**src/rtl/ppc_types_pkg.sv**
```systemverilog
// Shared processor-wide types and constants used by the result broadcaster.
package ppc_types;

    localparam int unsigned CDB_DATA_WIDTH = 32;

    typedef logic [CDB_DATA_WIDTH-1:0] cdb_data_t;

    // Index width that stays at least one bit wide for single-entry sets.
    function automatic int unsigned index_width(input int unsigned n);
        return (n > 1) ? $clog2(n) : 1;
    endfunction

endpackage

```
**src/rtl/result_broadcaster_fifo.sv**
```systemverilog
// result_fifo: single-clock circular buffer with push, pop, occupancy count and empty flag.
module result_fifo
    import ppc_types::*;
#(
    parameter int unsigned DEPTH = 2,
    parameter int unsigned WIDTH = 37
) (
    input  logic                       clk,
    input  logic                       rst,
    input  logic                       push,
    input  logic                       pop,
    input  logic [WIDTH-1:0]           wdata,
    output logic [WIDTH-1:0]           rdata,
    output logic [$clog2(DEPTH+1)-1:0] count,
    output logic                       empty
);

    localparam int unsigned PTR_W = index_width(DEPTH);
    localparam int unsigned CNT_W = $clog2(DEPTH + 1);

    logic [WIDTH-1:0] mem [DEPTH];
    logic [PTR_W-1:0] wr_ptr;
    logic [PTR_W-1:0] rd_ptr;
    logic             full;
    logic             do_push;
    logic             do_pop;

    // A full buffer refuses pushes even when it is popped in the same cycle.
    assign full    = (count == CNT_W'(DEPTH));
    assign empty   = (count == '0);
    assign do_push = push && !full;
    assign do_pop  = pop && !empty;
    assign rdata   = mem[rd_ptr];

    always_ff @(posedge clk) begin
        if (do_push) begin
            mem[wr_ptr] <= wdata;
        end
    end

    always_ff @(posedge clk) begin
        if (rst) begin
            wr_ptr <= '0;
            rd_ptr <= '0;
            count  <= '0;
        end else begin
            if (do_push) begin
                wr_ptr <= (wr_ptr == PTR_W'(DEPTH - 1)) ? '0 : wr_ptr + PTR_W'(1);
            end
            if (do_pop) begin
                rd_ptr <= (rd_ptr == PTR_W'(DEPTH - 1)) ? '0 : rd_ptr + PTR_W'(1);
            end
            unique case ({do_push, do_pop})
                2'b10:   count <= count + CNT_W'(1);
                2'b01:   count <= count - CNT_W'(1);
                default: count <= count;
            endcase
        end
    end

endmodule

```
**src/rtl/result_broadcaster.sv**
```systemverilog
// Common-data-bus transmitter: per-unit result FIFOs, round-robin arbitration, one broadcast per cycle.
// CDB_OUTPUT_REG_EN adds a register stage on the cdb_* outputs.
module result_broadcaster
    import ppc_types::*;
#(
    parameter int unsigned UNITS       = 4,
    parameter int unsigned FIFO_DEPTH  = 2,
    parameter int unsigned RS_ID_WIDTH = 5
) (
    input  logic                                    clk,
    input  logic                                    rst,
    input  logic [UNITS-1:0]                        result_valid,
    output logic [UNITS-1:0]                        result_ready,
    input  logic [UNITS-1:0][RS_ID_WIDTH-1:0]       result_rs_id,
    input  logic [UNITS-1:0][CDB_DATA_WIDTH-1:0]    result_value,
    output logic                                    cdb_valid,
    output logic [RS_ID_WIDTH-1:0]                  cdb_rs_id,
    output logic [CDB_DATA_WIDTH-1:0]               cdb_value,
    output logic [index_width(UNITS)-1:0]           cdb_unit
);

    localparam int unsigned UNIT_W = index_width(UNITS);
    localparam int unsigned CNT_W  = $clog2(FIFO_DEPTH + 1);

    typedef struct packed {
        logic [RS_ID_WIDTH-1:0] rs_id;
        cdb_data_t              value;
    } entry_t;

    localparam int unsigned ENTRY_W = $bits(entry_t);

    logic [ENTRY_W-1:0] head [UNITS];
    logic [CNT_W-1:0]   count [UNITS];
    logic [UNITS-1:0]   empty;
    logic [UNITS-1:0]   pop;

    logic               win_valid;
    logic [UNIT_W-1:0]  win_unit;
    entry_t             win_entry;
    logic [UNIT_W-1:0]  rr_ptr;

    logic                      cdb_valid_c;
    logic [RS_ID_WIDTH-1:0]    cdb_rs_id_c;
    logic [CDB_DATA_WIDTH-1:0] cdb_value_c;
    logic [UNIT_W-1:0]         cdb_unit_c;

    for (genvar k = 0; k < int'(UNITS); k++) begin : g_unit
        entry_t wentry;

        assign wentry.rs_id    = result_rs_id[k];
        assign wentry.value    = result_value[k];
        assign result_ready[k] = (count[k] != CNT_W'(FIFO_DEPTH));

        result_fifo #(
            .DEPTH (FIFO_DEPTH),
            .WIDTH (ENTRY_W)
        ) u_fifo (
            .clk   (clk),
            .rst   (rst),
            .push  (result_valid[k]),
            .pop   (pop[k]),
            .wdata (wentry),
            .rdata (head[k]),
            .count (count[k]),
            .empty (empty[k])
        );
    end

    // Round-robin search starting at rr_ptr; first non-empty FIFO wins.
    always_comb begin
        int unsigned idx;
        idx       = 0;
        win_valid = 1'b0;
        win_unit  = '0;
        for (int unsigned i = 0; i < UNITS; i++) begin
            idx = (32'(rr_ptr) + i) % UNITS;
            if (!win_valid && !empty[idx]) begin
                win_valid = 1'b1;
                win_unit  = UNIT_W'(idx);
            end
        end
    end

    always_comb begin
        pop = '0;
        if (win_valid) begin
            pop[win_unit] = 1'b1;
        end
    end

    assign win_entry = entry_t'(head[win_unit]);

    always_ff @(posedge clk) begin
        if (rst) begin
            rr_ptr <= '0;
        end else if (win_valid) begin
            rr_ptr <= (win_unit == UNIT_W'(UNITS - 1)) ? '0 : win_unit + UNIT_W'(1);
        end
    end

    // Idle bus drives zeros on every payload field.
    always_comb begin
        cdb_valid_c = win_valid;
        cdb_rs_id_c = '0;
        cdb_value_c = '0;
        cdb_unit_c  = '0;
        if (win_valid) begin
            cdb_rs_id_c = win_entry.rs_id;
            cdb_value_c = win_entry.value;
            cdb_unit_c  = win_unit;
        end
    end

`ifdef CDB_OUTPUT_REG_EN
    always_ff @(posedge clk) begin
        if (rst) begin
            cdb_valid <= 1'b0;
            cdb_rs_id <= '0;
            cdb_value <= '0;
            cdb_unit  <= '0;
        end else begin
            cdb_valid <= cdb_valid_c;
            cdb_rs_id <= cdb_rs_id_c;
            cdb_value <= cdb_value_c;
            cdb_unit  <= cdb_unit_c;
        end
    end
`else
    assign cdb_valid = cdb_valid_c;
    assign cdb_rs_id = cdb_rs_id_c;
    assign cdb_value = cdb_value_c;
    assign cdb_unit  = cdb_unit_c;
`endif

endmodule

```
**config.mk**
```make
export PLATFORM = sky130hd
export DESIGN_NAME = result_broadcaster
export DESIGN_NICKNAME = d
export VERILOG_FILES = /design/src/rtl/ppc_types_pkg.sv /design/src/rtl/result_broadcaster_fifo.sv /design/src/rtl/result_broadcaster.sv
export SDC_FILE = /design/constraint.sdc
export NUM_CORES = 1
export LEC_CHECK = 0
export BUFFER_PORTS_ARGS = -buffer_cell sky130_fd_sc_hd__buf_2
export CAP_MARGIN = 10
export CORE_AREA = 4 4 165 167
export CTS_CLUSTER_DIAMETER = 150
export DETAILED_ROUTE_END_ITERATION = 8
export DIE_AREA = 0 0 169 171
export GPL_ROUTABILITY_DRIVEN = 0
export GPL_TIMING_DRIVEN = 0
export PLACE_DENSITY = 0.68
export SYNTH_ARGS = -nofsm -noshare
export SYNTH_HDL_FRONTEND = slang
export SYNTH_SLANG_ARGS = --single-unit
```
**constraint.sdc**
```tcl
create_clock -name clk -period 7.1 [get_ports clk]
set_clock_uncertainty 0.1 [all_clocks]
set_input_delay 0 -clock clk [delete_from_list [all_inputs] [get_ports clk]]
set_output_delay 0 -clock clk [all_outputs]
set_load 0.05 [all_outputs]
```
=== Yosys cells after proc, flatten, opt, wreduce, memory -nomap -nowiden ===
Memories as Yosys holds them, arrays and structs flattened. A register that Yosys moved wholly into a read port is not among the register bits.
Cells that the tools add are included.

* Register bits: 18
* Bits in latches: 0
* Bits in writable memories: 296
* Memory bits (read-only): 0
* Input bits: 154
* Output and inout port bits: 44
* Logic and storage cells: 149
* Memories kept: 4

{| class="wikitable"
|+ Memory list
! memory !! depth !! bits a word !! read ports !! clocked after Yosys merged registers in !! write ports !! RTL line !! text
|-
| g_unit[0].u_fifo.mem || 2 || 37 || 1 || 1 || 1 || result_broadcaster_fifo.sv:21 || <nowiki>logic [WIDTH-1:0] mem [DEPTH];</nowiki>
|-
| g_unit[1].u_fifo.mem || 2 || 37 || 1 || 1 || 1 || result_broadcaster_fifo.sv:21 ||
|-
| g_unit[2].u_fifo.mem || 2 || 37 || 1 || 1 || 1 || result_broadcaster_fifo.sv:21 ||
|-
| g_unit[3].u_fifo.mem || 2 || 37 || 1 || 1 || 1 || result_broadcaster_fifo.sv:21 ||
|}

* $add $sub $neg: 20
* Multipliers: 0
* Div/mod/pow operators: 0
* $lt $le $gt $ge: 7
* Equal/unequal tests: 17
* Shift operators: 0
* Multiplexer cells: 54
* Bitwise gates (word level): 1
* Reductions and logical operators: 33

{| class="wikitable"
|+ Operators by type and width
! kind !! count
|-
| 37-bit binary-select mux with 2-bit select || 1
|-
| 37-bit 2-to-1 mux || 2
|-
| 1-bit 2-to-1 mux || 33
|-
| 32-bit 2-to-1 mux || 1
|-
| 2-bit equality test, second input constant || 9
|-
| 2-bit one-hot mux with 2 select lines || 4
|-
| 2-bit by 3-bit < comparator with 1-bit output, second input constant || 5
|-
| 1-bit zero test || 13
|-
| 2-bit by 1-bit adder with 2-bit output, second input constant || 6
|-
| 1-bit logical AND || 12
|-
| 2-bit 2-to-1 mux || 6
|-
| 1-bit adder, second input constant || 8
|-
| 1-bit binary-select mux with 2-bit select || 4
|-
| 2-bit by 1-bit equality test with 1-bit output, second input constant || 4
|-
| 2-bit zero test || 4
|-
| 2-bit inequality test, second input constant || 4
|-
| 2-bit nonzero test || 4
|-
| 2-bit by 1-bit subtractor with 2-bit output, second input constant || 4
|-
| 5-bit 2-to-1 mux || 1
|-
| 2-bit adder, second input constant || 2
|-
| 4-bit 2-to-1 mux || 1
|-
| 3-bit greater-or-equal comparator, second input constant || 1
|-
| 2-bit inverter with 3-bit output || 1
|-
| 1-bit demux with 2-bit select || 1
|-
| 2-bit by 1-bit greater-or-equal comparator with 1-bit output, second input constant || 1
|}

=== Depth between registers and ports, before layout ===
* Depth in word-level cells: 20
* Depth in mapped cells: 11
* Depth with buffers taken out: 9

=== Hierarchy ===
From an unflattened synthesis, not the netlist that was laid out.

* Cells, all modules: 724
* Area, all modules: 12,921.1 sq um

{| class="wikitable"
|+ Modules (own cells, without submodules)
! module !! times used !! cells each !! area an instance (sq um)
|-
| result_fifo || 4 || 140 || 2,875.3
|-
| result_broadcaster || 1 || 164 || 1,420.1
|}

=== Worst setup path after synthesis ===
Ideal clock, no wire load.

* Path kind: register to register
* Start: reg g_unit[1].u_fifo.count[0]
* End: mem g_unit[1].u_fifo.mem[0][0], enable pin
* Data arrival time: 2.718 ns
* Data required time: 6.569 ns
* Path slack: 3.851 ns
* Stages on the path, launching flop included: 5
* Path buffers: 1
* Clock period less this slack: 3.249 ns
* Path through: dfxtp_1 > buf_2 > nand2b_1 > nand2_1 > nor2_1

* Cells in the longest elaborated chain, start to end: 5

{| class="wikitable"
|+ Ends and longest elaborated chain
! item !! RTL line !! text
|-
| start: declaration || result_broadcaster_fifo.sv:14 || <nowiki>output logic [$clog2(DEPTH+1)-1:0] count,</nowiki>
|-
| start signal: assignment || result_broadcaster_fifo.sv:54 || <nowiki>2'b10: count <= count + CNT_W'(1);</nowiki>
|-
| start signal: assignment || result_broadcaster_fifo.sv:55 || <nowiki>2'b01: count <= count - CNT_W'(1);</nowiki>
|-
| start signal: assignment || result_broadcaster_fifo.sv:56 || <nowiki>default: count <= count;</nowiki>
|-
| 2-bit equality test || result_broadcaster_fifo.sv:29 || <nowiki>assign full = (count == CNT_W'(DEPTH));</nowiki>
|-
| 1-bit zero test || result_broadcaster_fifo.sv:31 || <nowiki>assign do_push = push && !full;</nowiki>
|-
| 1-bit logical AND || result_broadcaster_fifo.sv:31 ||
|-
| 1-bit 2-to-1 mux || result_broadcaster_fifo.sv:36 || <nowiki>if (do_push) begin</nowiki>
|-
| 1-bit 2-to-1 mux (implied by the code) || result_broadcaster_fifo.sv:37 || <nowiki>mem[wr_ptr] <= wdata;</nowiki>
|-
| end: declaration || result_broadcaster_fifo.sv:21 ||
|}

Every way passes these cells.

=== Worst setup path in the final report ===
* Start: reg g_unit[2].u_fifo.count[0]
* End: out cdb_value[8]

* Cells in the longest elaborated chain, start to end: 17
* Elaborated cells between the ends (all ways): 30
* Those cells by class: mux (20); bitwise (1); reduce/logical (9)

{| class="wikitable"
|+ Ends and longest elaborated chain
! item !! RTL line !! text
|-
| start: declaration || result_broadcaster_fifo.sv:14 ||
|-
| start signal: assignment || result_broadcaster_fifo.sv:54 ||
|-
| start signal: assignment || result_broadcaster_fifo.sv:55 ||
|-
| start signal: assignment || result_broadcaster_fifo.sv:56 ||
|-
| 2-bit zero test (*) || result_broadcaster_fifo.sv:30 || <nowiki>assign empty = (count == '0);</nowiki>
|-
| 1-bit binary-select mux with 2-bit select || result_broadcaster.sv:77 || <nowiki>if (!win_valid && !empty[idx]) begin</nowiki>
|-
| 1-bit 2-to-1 mux (implied by the code) || result_broadcaster.sv:77 ||
|-
| 1-bit zero test || result_broadcaster.sv:77 ||
|-
| 1-bit logical AND || result_broadcaster.sv:77 ||
|-
| 1-bit 2-to-1 mux || result_broadcaster.sv:77 ||
|-
| 1-bit zero test || result_broadcaster.sv:77 ||
|-
| 1-bit logical AND || result_broadcaster.sv:77 ||
|-
| 1-bit 2-to-1 mux || result_broadcaster.sv:77 ||
|-
| 1-bit zero test || result_broadcaster.sv:77 ||
|-
| 1-bit logical AND || result_broadcaster.sv:77 ||
|-
| 2-bit 2-to-1 mux || result_broadcaster.sv:77 ||
|-
| 2-bit inverter with 3-bit output (implied by the code) || result_broadcaster.sv:91 || <nowiki>assign win_entry = entry_t'(head[win_unit]);</nowiki>
|-
| 37-bit binary-select mux with 2-bit select || result_broadcaster.sv:91 ||
|-
| 37-bit 2-to-1 mux (implied by the code) (2 in a row) || result_broadcaster.sv:91 ||
|-
| 32-bit 2-to-1 mux (*) || result_broadcaster.sv:107 || <nowiki>if (win_valid) begin</nowiki>
|-
| end: declaration || result_broadcaster.sv:18 || <nowiki>output logic [CDB_DATA_WIDTH-1:0] cdb_value,</nowiki>
|}

Every way passes the cells marked *; elsewhere a longest branch is shown, timed or not. The select of a mux whose other input is x is not followed.

==> results.md <==
* Status: finished clean
* Detailed Routing Iterations Pass 1 at 5
* Max cap viols at 0
* Tcrit/Tclk final at 44.2%
* Power Density at 495 mW/mm²
* CTS sink cnt at 318
* Async set or reset register ratio after synthesis at 0%
* Clock power frac at 20.6%
* Initial Utilization at 49.5%
* Core area at 0.0258 mm²
* Worst-Skew Late Latency at 0.49 ns
* Max Clk Rate at 319 MHz
* Die Y at 171 µm
* Mapped Area at 0.0127 mm²
* Grt total ovfl at 0
* Crit path largest cell delay at 0.37 ns
* Avg Vias per Cell at 5.36
* Yosys cell types at 43
* Area of the die at 0.0289 mm²
* Peak supply drop at 0.000429 V
* DRC errors left at 0
* Final Util at 65.9%
* Sw Ratio at 42.8%
* Final hold violations at 0
* Worst path cell trace: or2_0 > a211o_1 > a22oi_1 > buf_2 > buf_4 > mux2_2 > o22ai_1 > buf_2
* Relative slew slack at 36.8%
* All-layer global routing usage at 21.6%
* Pin count of the biggest net entering global routing at 29
* Buffers on Ports at 197
* DRT antenna net count at 0
* ANT cells at 0
* Via count at 7868
* Post-layout minimum cycle time at 3.14 ns
* P_int at 0.00480 W
* Reg power frac at 29.7%
* Share of layout cells above drive strength 1 at 31.6%
* Final setup viols at 0
* Drt wl/cell at 21.6 µm
* Worst EP required at 7.00 ns
* Filler cell count at 1823
* Total CTS buffers at 35
* RSZ-0062 raised after global routing: no
* First-pass GRT wire length at 47300 µm
* Yosys reg bits at 318
* Final net count at 1267
* Hpwl dp at 20500 µm
* WHS at 0.129 ns
* Final WL at 31700 µm
* Vias in the first global route at 8358
* Crit path top cell by count: buf_2
* CTS tree: done
* IO Pins at 198
* Max clock buf depth at 3
* Combinational Power Share at 49.8%
* R2R setup slack at 4.18 ns
* Worst setup SP type: flop
* Synthesis-to-layout area growth at 33.2%
* Post-Syn Nets at 872
* Register area share after synthesis at 73.2%
* Die W at 169 µm
* Row count at 59
* Initial drt markers at 530
* Synth Warn # at 0
* Synth Instances at 714
* Worst Tran Pin Value at 0.948 ns
* WS Path Type: flop to output port
* Post-CTS sizing at 0
* CTS Root Cell: clkbuf_16
* Crit-path slowest cell: mux2_2
* Crit Path Max Fanout at 10
* Static Leakage at 6.12 nW
* Ys flop type: edfxtp_1
* Sequential cell area at 0.00933 mm²
* Post-Syn Area per Cell at 17.9 µm²
* Commonest non-fill, non-tap cell in the layout: edfxtp_1
* Area of the multi-input gates at 0.00327 mm²
* Critical path arrival at 3.04 ns
* Psw at 0.00360 W
* Final Slew Violations at 0
* Hold WC Path Type: primary input to flop
* Postcts setup bufs at 0
* H-tree depth at 2
* CP Capture Type: output port
* Setup total negative slack at 0 ns
* Commonest non-fill, non-tap cells in the layout: edfxtp_1 (296), buf_2 (209), dlygate4sd3_1 (153), mux2i_1 (149), mux2_2 (67)
* Clk pin slew, worst setup/hold paths at 0.06 ns
* Post-synth EDFFs at 296
* Initial antenna violation count at 0
[routing by layer]
layer  part of all wire, %  up-vias  wire length [µm]  GRT usage [%]
met1                    42     3921             13400           28.6
li1                      -     3620                 -              -
met5                     0        -                 0              0
met2                    50      278             15800           37.7
met3                   5.8       49              1840           3.67
met4                   2.0        0               636           4.97
[sequential cells by signal, indices dropped and copies added (netlist names), named ones only]
signal,count
g_unit.u_fifo.count,8
g_unit.u_fifo.mem,296
g_unit.u_fifo.rd_ptr,4
g_unit.u_fifo.wr_ptr,4
rr_ptr,2
[worst max-delay path, delay by kind of cell (launching register included)]
family,cells,cell delay [ns]
AO/OA/AOI/OAI,3,0.71
buffers and inverters,3,0.88
flip-flops,1,0.36
multiplexers,1,0.37
AND/OR/NAND/NOR,1,0.22
[final timing paths]
path                                  start                         end  depth (start not counted)
setup / recovery  g_unit[2].u_fifo.count[0]                cdb_value[8]                          8
hold / removal              result_value[5]  g_unit[0].u_fifo.mem[0][5]                          2
setup reg to reg  g_unit[0].u_fifo.count[0]   g_unit[2].u_fifo.count[1]                          8
hold reg to reg     g_unit[1].u_fifo.rd_ptr                        flop                          2
[stage by stage]
step | area (µm²) | total power (W) | setup WS, ns | instances
finish | 17000 | 0.00840 | 3.96 | 1468
global placement | 14200 | 0.00658 | 2.85 | 1246
CTS | 17000 | 0.00846 | 3.91 | 1468
detailed placement | 14300 | 0.00666 | 4.22 | 1254
floorplan | 12700 | 0.00553 | 3.85 | 714
global route | 17000 | 0.00877 | 3.80 | 1468
[synth_stat cells (2+ instances only)]
cell	n	area share [%]
and3_1	4	0.20
a21oi_1	11	0.43
nor3_1	2	0.079
nand3_1	2	0.079
xor2_1	8	0.55
o21ai_0	8	0.31
nand2_1	4	0.12
clkbuf_1	16	0.47
dfxtp_1	22	3.5
or3_1	6	0.29
buf_2	12	0.47
edfxtp_1	296	70
mux2_2	67	5.9
nor2_1	19	0.56
a22oi_1	2	0.12
ha_1	4	0.39
nand2b_1	5	0.25
xnor2_1	4	0.27
mux2_4	7	0.82
buf_1	6	0.18
mux2i_1	149	12
o22ai_1	30	1.5
buf_6	2	0.18
or2_0	2	0.098
o22ai_2	8	0.79
[cells by family (layout without fill, tap and decap cells)]
| kind of cell | count (synthesis) | after routing | synth area share [%] |
|---|---|---|---|
| flops | 318 | 318 | 73.2 |
| mux | 223 | 223 | 18.4 |
| compound gates | 68 | 68 | 3.74 |
| simple gates | 50 | 50 | 2.00 |
| buf+inv | 39 | 458 | 1.41 |
| xor+xnor | 12 | 12 | 0.824 |
| fa+ha+maj | 4 | 4 | 0.393 |
[power groups by stage]
stage               clock network (W)  registers (W)  logic (W)
global placement                    0        0.00254    0.00404
detailed placement                  0        0.00253    0.00413
global route                  0.00185        0.00252    0.00441
finish                        0.00173        0.00249    0.00418
CTS                           0.00175        0.00249    0.00421
floorplan                           0        0.00252    0.00301
[area by class of cell]
class                      count  area share (%)
buffer                        37            1.02
inverter                       2          0.0442
timing repair buffer         358            15.8
multi-input combinational    357            19.3
clock inverter                13           0.634
clock buffer                  48            5.82
tap                          335            2.47
sequential                   318            55.0
[repair_timing]
action                                 4_1_cts  5_1_grt
setup endpoints to repair                    0        0
hold buffers                               153        0
endpoints found under the hold margin      326        0
(Power assumes the default switching activity.)
